===== src/rtl/fp_wb_pkg.sv =====
// ---------------------------------------------------------------------------
// fp_wb_pkg
// Shared definitions for the FP write-back arbiter:
//   - default requester count, data width and register index width
//   - requester index enumeration (which FP unit sits on which port)
//   - helper to size the round-robin pointer
// ---------------------------------------------------------------------------
package fp_wb_pkg;

  localparam int FP_WB_N_REQ  = 3;
  localparam int FP_WB_DATA_W = 32;
  localparam int FP_WB_ADDR_W = 5;

  // Requester port assignment.
  typedef enum logic [1:0] {
    REQ_FADD = 2'd0,
    REQ_FMUL = 2'd1,
    REQ_FDIV = 2'd2
  } fp_wb_req_e;

  // Pointer width; a single requester still gets a 1-bit pointer so that
  // no zero-width vectors appear.
  function automatic int ptr_width(input int n);
    return (n > 1) ? $clog2(n) : 1;
  endfunction

endpackage


===== src/rtl/fp_wb_arbiter_rr_pick.sv =====
// ---------------------------------------------------------------------------
// rr_pick
// Purely combinational round-robin picker. Starting at ptr_i and walking
// upward with wrap from N-1 to 0, the first set bit of valid_i wins.
// Ports:
//   valid_i [N]      request vector
//   ptr_i   [PTR_W]  index with highest priority this cycle (must be < N)
//   grant_o [N]      one-hot grant, all-zero when valid_i is zero
//   idx_o   [PTR_W]  index of the granted requester (0 when no grant)
// ---------------------------------------------------------------------------
module rr_pick #(
  parameter int N     = 3,
  parameter int PTR_W = 2
) (
  input  logic [N-1:0]     valid_i,
  input  logic [PTR_W-1:0] ptr_i,
  output logic [N-1:0]     grant_o,
  output logic [PTR_W-1:0] idx_o
);

  logic [PTR_W:0]   sum;
  logic [PTR_W-1:0] cand;
  logic             found;

  always_comb begin
    grant_o = '0;
    idx_o   = '0;
    found   = 1'b0;
    sum     = '0;
    cand    = '0;
    for (int k = 0; k < N; k++) begin
      // ptr_i + k is below 2N, so one conditional subtract is a full modulo.
      sum = {1'b0, ptr_i} + (PTR_W + 1)'(k);
      if (sum >= (PTR_W + 1)'(N)) begin
        sum = sum - (PTR_W + 1)'(N);
      end
      cand = sum[PTR_W-1:0];
      if (!found && valid_i[cand]) begin
        found         = 1'b1;
        grant_o[cand] = 1'b1;
        idx_o         = cand;
      end
    end
  end

endmodule


===== src/rtl/fp_wb_arbiter.sv =====
// ---------------------------------------------------------------------------
// fp_wb_arbiter
// Round-robin arbiter that lets the FP execution units (FADD, FMUL, FDIV)
// share one register-file write port. One write per cycle, registered.
// Ports:
//   clk, rst    clock, synchronous active-high reset
//   stall       pipeline hold: no grant while high
//   req_valid   per-requester write-back valid
//   req_addr    per-requester destination register index
//   req_data    per-requester result
//   req_ready   one-hot-or-zero grant
//   wb_we       register-file write enable (one cycle after the handshake)
//   wb_addr     register-file write index (holds last written value)
//   wb_data     register-file write data (holds last written value)
//   pending     some valid requester was not granted this cycle
//
// Handshake: a requester raises req_valid and holds req_valid/addr/data
// stable until it sees req_ready high in the same cycle; valid & ready is
// the transfer. req_ready is combinational from req_valid, the round-robin
// pointer, stall and rst, so req_valid must never be derived from
// req_ready.
// ---------------------------------------------------------------------------
module fp_wb_arbiter
  import fp_wb_pkg::*;
#(
  parameter int N_REQ  = FP_WB_N_REQ,
  parameter int DATA_W = FP_WB_DATA_W,
  parameter int ADDR_W = FP_WB_ADDR_W
) (
  input  logic                          clk,
  input  logic                          rst,
  input  logic                          stall,
  input  logic [N_REQ-1:0]              req_valid,
  input  logic [N_REQ-1:0][ADDR_W-1:0]  req_addr,
  input  logic [N_REQ-1:0][DATA_W-1:0]  req_data,
  output logic [N_REQ-1:0]              req_ready,
  output logic                          wb_we,
  output logic [ADDR_W-1:0]             wb_addr,
  output logic [DATA_W-1:0]             wb_data,
  output logic                          pending
);

  localparam int PTR_W = ptr_width(N_REQ);

  logic [PTR_W-1:0]  rr_ptr_q, rr_ptr_d;
  logic              wb_we_q, wb_we_d;
  logic [ADDR_W-1:0] wb_addr_q, wb_addr_d;
  logic [DATA_W-1:0] wb_data_q, wb_data_d;

  logic [N_REQ-1:0]  pick_grant;
  logic [PTR_W-1:0]  pick_idx;
  logic              hs;

  rr_pick #(
    .N     (N_REQ),
    .PTR_W (PTR_W)
  ) u_rr_pick (
    .valid_i (req_valid),
    .ptr_i   (rr_ptr_q),
    .grant_o (pick_grant),
    .idx_o   (pick_idx)
  );

  always_comb begin
    // Reset and stall both mask the grant; the picker itself is unaware.
    req_ready = (rst || stall) ? '0 : pick_grant;
    hs        = |req_ready;
    pending   = !rst && (|(req_valid & ~req_ready));

    rr_ptr_d  = rr_ptr_q;
    wb_we_d   = hs;
    wb_addr_d = wb_addr_q;
    wb_data_d = wb_data_q;
    if (hs) begin
      rr_ptr_d  = (pick_idx == PTR_W'(N_REQ - 1)) ? '0 : pick_idx + 1'b1;
      wb_addr_d = req_addr[pick_idx];
      wb_data_d = req_data[pick_idx];
    end
  end

  always_ff @(posedge clk) begin
    if (rst) begin
      rr_ptr_q  <= '0;
      wb_we_q   <= 1'b0;
      wb_addr_q <= '0;
      wb_data_q <= '0;
    end else begin
      rr_ptr_q  <= rr_ptr_d;
      wb_we_q   <= wb_we_d;
      wb_addr_q <= wb_addr_d;
      wb_data_q <= wb_data_d;
    end
  end

  assign wb_we   = wb_we_q;
  assign wb_addr = wb_addr_q;
  assign wb_data = wb_data_q;

endmodule

===== config.mk =====
export PLATFORM = sky130hd
export DESIGN_NAME = fp_wb_arbiter
export DESIGN_NICKNAME = d
export VERILOG_FILES = /design/src/rtl/fp_wb_pkg.sv /design/src/rtl/fp_wb_arbiter_rr_pick.sv /design/src/rtl/fp_wb_arbiter.sv
export SDC_FILE = /design/constraint.sdc
export NUM_CORES = 1
export LEC_CHECK = 0
export CAP_MARGIN = 20
export CORE_UTILIZATION = 41
export CTS_CLUSTER_DIAMETER = 50
export DETAILED_ROUTE_END_ITERATION = 8
export MAX_ROUTING_LAYER = met4
export PLACE_DENSITY = 0.87
export SLEW_MARGIN = 10
export SYNTH_ARGS = -nofsm -noshare
export SYNTH_HDL_FRONTEND = slang
export SYNTH_SLANG_ARGS = --single-unit

===== constraint.sdc =====
create_clock -name clk -period 7.88 [get_ports clk]
set_clock_uncertainty 0.1 [all_clocks]
set_input_delay 1.97 -clock clk [delete_from_list [all_inputs] [get_ports clk]]
set_output_delay 1.97 -clock clk [all_outputs]
set_load 0.05 [all_outputs]

==> summary.md <==
| Metric | Value |
|---|---|
| Status | `finished clean` |
| Slowest CP cell | `clkdlybuf4s50_1` |
| Total GRT Usage | `24.2%` |
| CP Launch Type | `primary input` |
| FF-to-FF End | `wb_data[0]` |
| Routing usage on met1 | `roughly a quarter` |
| Cell variety after synth | `37` |
| Mapped Avg Cell Area | `9.39 um2` |
| Worst path arrival time | `roughly 4600 ps` |
| Die width | `roughly 83 um` |
| Postcts setup bufs | `0` |
| Initial DRC count | `71` |
| GRT overflow | `0` |
| Placement row count | `29` |
| Period utilization | `a little under nine tenths` |
| Critical path endpoint | `pending` |
| First-pass GRT wire length | `12300 um` |
| Setup_tns | `0 ps` |
| Post-DP HPWL | `slightly below 6000 um` |
| Clock Sinks | `40` |
| Die area | `6860 um2` |
| Pwr dens | `roughly 420 nW/um2` |
| Max_cap viols | `0` |
| Final count of hold timing violations | `0` |
| Pre-Repair DR Iteration Count | `4` |
| Filler cells | `499` |
| Multi-input logic area | `roughly 1700 um2` |
| Sequential cell area | `between 800 and 900 um2` |
| Core box area | `about 6300 um2` |
| Worst stage delay on the critical path | `730 ps` |
| Mapped Area | `around 2700 um2` |
| Inserted Clock Buffers | `5` |
| Post-synthesis instance total | `285` |
| Critical path endpoint category | `primary output` |
| Type of the worst setup path | `primary input to primary output` |
| RSZ-0062 raised after global routing | `false` |
| Worst R2R Start | `rr_ptr_q[0]` |
| Post-Synthesis Net Count | `406` |
| Synth warnings | `0` |
| RD Place Congestion | `roughly 0.84` |
| Initial antenna violation count | `0` |
| Proportion of layout cells with a drive suffix above 1 | `between 10 and 15%` |
| Final Util | `a little under 70%` |
| Clk root buf | `clkbuf_8` |
| Clock-pin slew on the worst setup and hold paths | `around 80 ps` |
| Number of global-route vias before repair | `roughly 2700` |
| VDD IR-drop max | `between 200 and 300 uV` |
| Antenna Nets Post-Route | `0` |
| Io pins | `159` |
| WP data required | `5810 ps` |
| Critical Path Start | `req_valid[2]` |
| Total number of vias | `2853` |
| Slew Limit Fails | `0` |
| Worst-path fanout max | `8` |
| Post-synthesis async set-or-reset flop share | `0%` |
| PortBufs | `~160` |
| M3 GR Usage | `under 10%` |
| Post-CTS Hold Fix Bufs | `0` |
| Commonest non-fill, non-tap cells in the layout | `157 x clkdlybuf4s50_1, 42 x nor2_1, 40 x dfxtp_1` |
| Tightest Hold Check Type | `flop to flop` |
| Clk Latency, worst-skew pair | `around 300 ps` |
| Antenna diodes | `0` |
| Register area share after synthesis | `between 20 and 30%` |
| Nets | `between 500 and 600` |
| R2r setup slk | `about 4200 ps` |
| Largest net degree at the start of global routing | `41` |
| Hold depth | `2` |
| Final setup fails | `0` |
| Vias per inst | `approximately 5.7` |
| Minimum clock period | `between 6000 and 7000 ps` |
| Starting Density | `~42%` |
| Commonest non-fill, non-tap cell in the layout | `clkdlybuf4s50_1` |
| Number of flops mapped to enable cells by yosys | `0` |
| Clk buf depth | `2` |
| CTS tree | `yes` |
| Pleak | `around 1.5 nW` |
| GRT met2 Usage | `a little over two fifths` |
| Max Freq | `approximately 150 MHz` |
| Area delta synth->final | `63.2%` |
| Wire length per cell | `16.6 um` |
| Die H | `slightly above 80 um` |
| Post-synth top flop | `dfxtp_1` |
| H-tree depth | `2` |
| Most Crowded Layer GR | `met2` |
| # DRC | `0` |
| Number of synthesized register bits | `40` |
| Post-cts gate resize count | `0` |
| Worst R2R Path Depth | `9` |
| Worst path cell trace | `clkdlybuf4s50_1 -> nand2b_1 -> or3_1 -> a211oi_1 -> o21a_4 -> nand2b_1 -> a31oi_1 -> clkdlybuf4s50_1` |
| Pin slew with the least headroom to its limit | `~1100 ps` |
| Slew headroom | `26.3%` |
| Routed WL | `slightly above 8000 um` |
-- worst min path at each step --
stage / end / startpoint / slack, ps
global placement: wb_data[17] / wb_data[17] / 430
CTS: wb_data[13] / wb_data[13] / 450
detailed placement: wb_data[27] / wb_data[27] / 440
finish: wb_data[4] / wb_data[4] / 450
global route: wb_data[5] / wb_data[5] / 470
floorplan: rr_ptr_q[1] / rr_ptr_q[1] / 420
-- metrics by stage --
step           power (mW)  cells  instance area (um2)  hold slack, ps  worst slack [ps]
2_1_floorplan        1.31    285                 2680             416              1840
3_3_place_gp         1.62    493                 4250             426              1310
3_5_place_dp         1.66    493                 4250             438              1220
4_1_cts              1.84    501                 4370             450              1220
5_1_grt              1.94    501                 4370             466              1110
6_report             1.83    501                 4370             446              1170
-- power breakdown --
group          switching, mW  internal, mW
registers             0.0430         0.291
clock network         0.0751         0.104
logic                  0.827         0.486
total                  0.945         0.880
-- routing by layer --
layer / share of wire (%) / wire [um]
met5: 0 / 0
met4: 1.5 / 123
met3: 8.8 / 731
met2: 50 / 4170
met1: 40 / 3290
-- cell usage after synthesis, types with 4 or more instances --
cell / n / area share, %
inv_1: 4 / 0.56
buf_2: 16 / 3.0
a221oi_2: 37 / 21
nor2_1: 43 / 6.0
and2_1: 37 / 8.6
ha_1: 4 / 1.9
a221oi_1: 38 / 12
nand2b_1: 7 / 1.6
buf_6: 5 / 2.1
clkbuf_1: 10 / 1.4
dfxtp_1: 40 / 30
-- critical path: cells and delay by family --
family / cells / cell delay (ps)
AND/OR/NAND/NOR: 3 / 690
AO/OA/AOI/OAI: 3 / 670
buffers and inverters: 2 / 1300
-- sequential cells by signal, summed over array words and instances, names as in the netlist --
register	count
wb_data	32
rr_ptr_q	2
wb_addr	5
wb_we	1
-- cells by family (layout without fill, tap and decap cells) --
kind of cell / after synthesis / in the layout / share of synthesized area, %
AND/OR/NAND/NOR: 103 / 103 / 19.7
AO/OA/AOI/OAI: 98 / 98 / 39.9
flip-flops: 40 / 40 / 29.9
buffers and inverters: 37 / 176 / 7.48
adder cells (fa/ha/maj): 4 / 4 / 1.87
multiplexers: 3 / 3 / 1.12
-- layout make-up --
cell class                      count  share of cell area, %
Inverter                            4                  0.344
Sequential cell                    40                   18.3
Multi-Input combinational cell    208                   39.2
Clock buffer                        6                   1.89
Tap cell                           77                   2.21
Clock inverter                      2                  0.888
Timing Repair Buffer              164                   37.1
(Power assumes the default switching activity.)
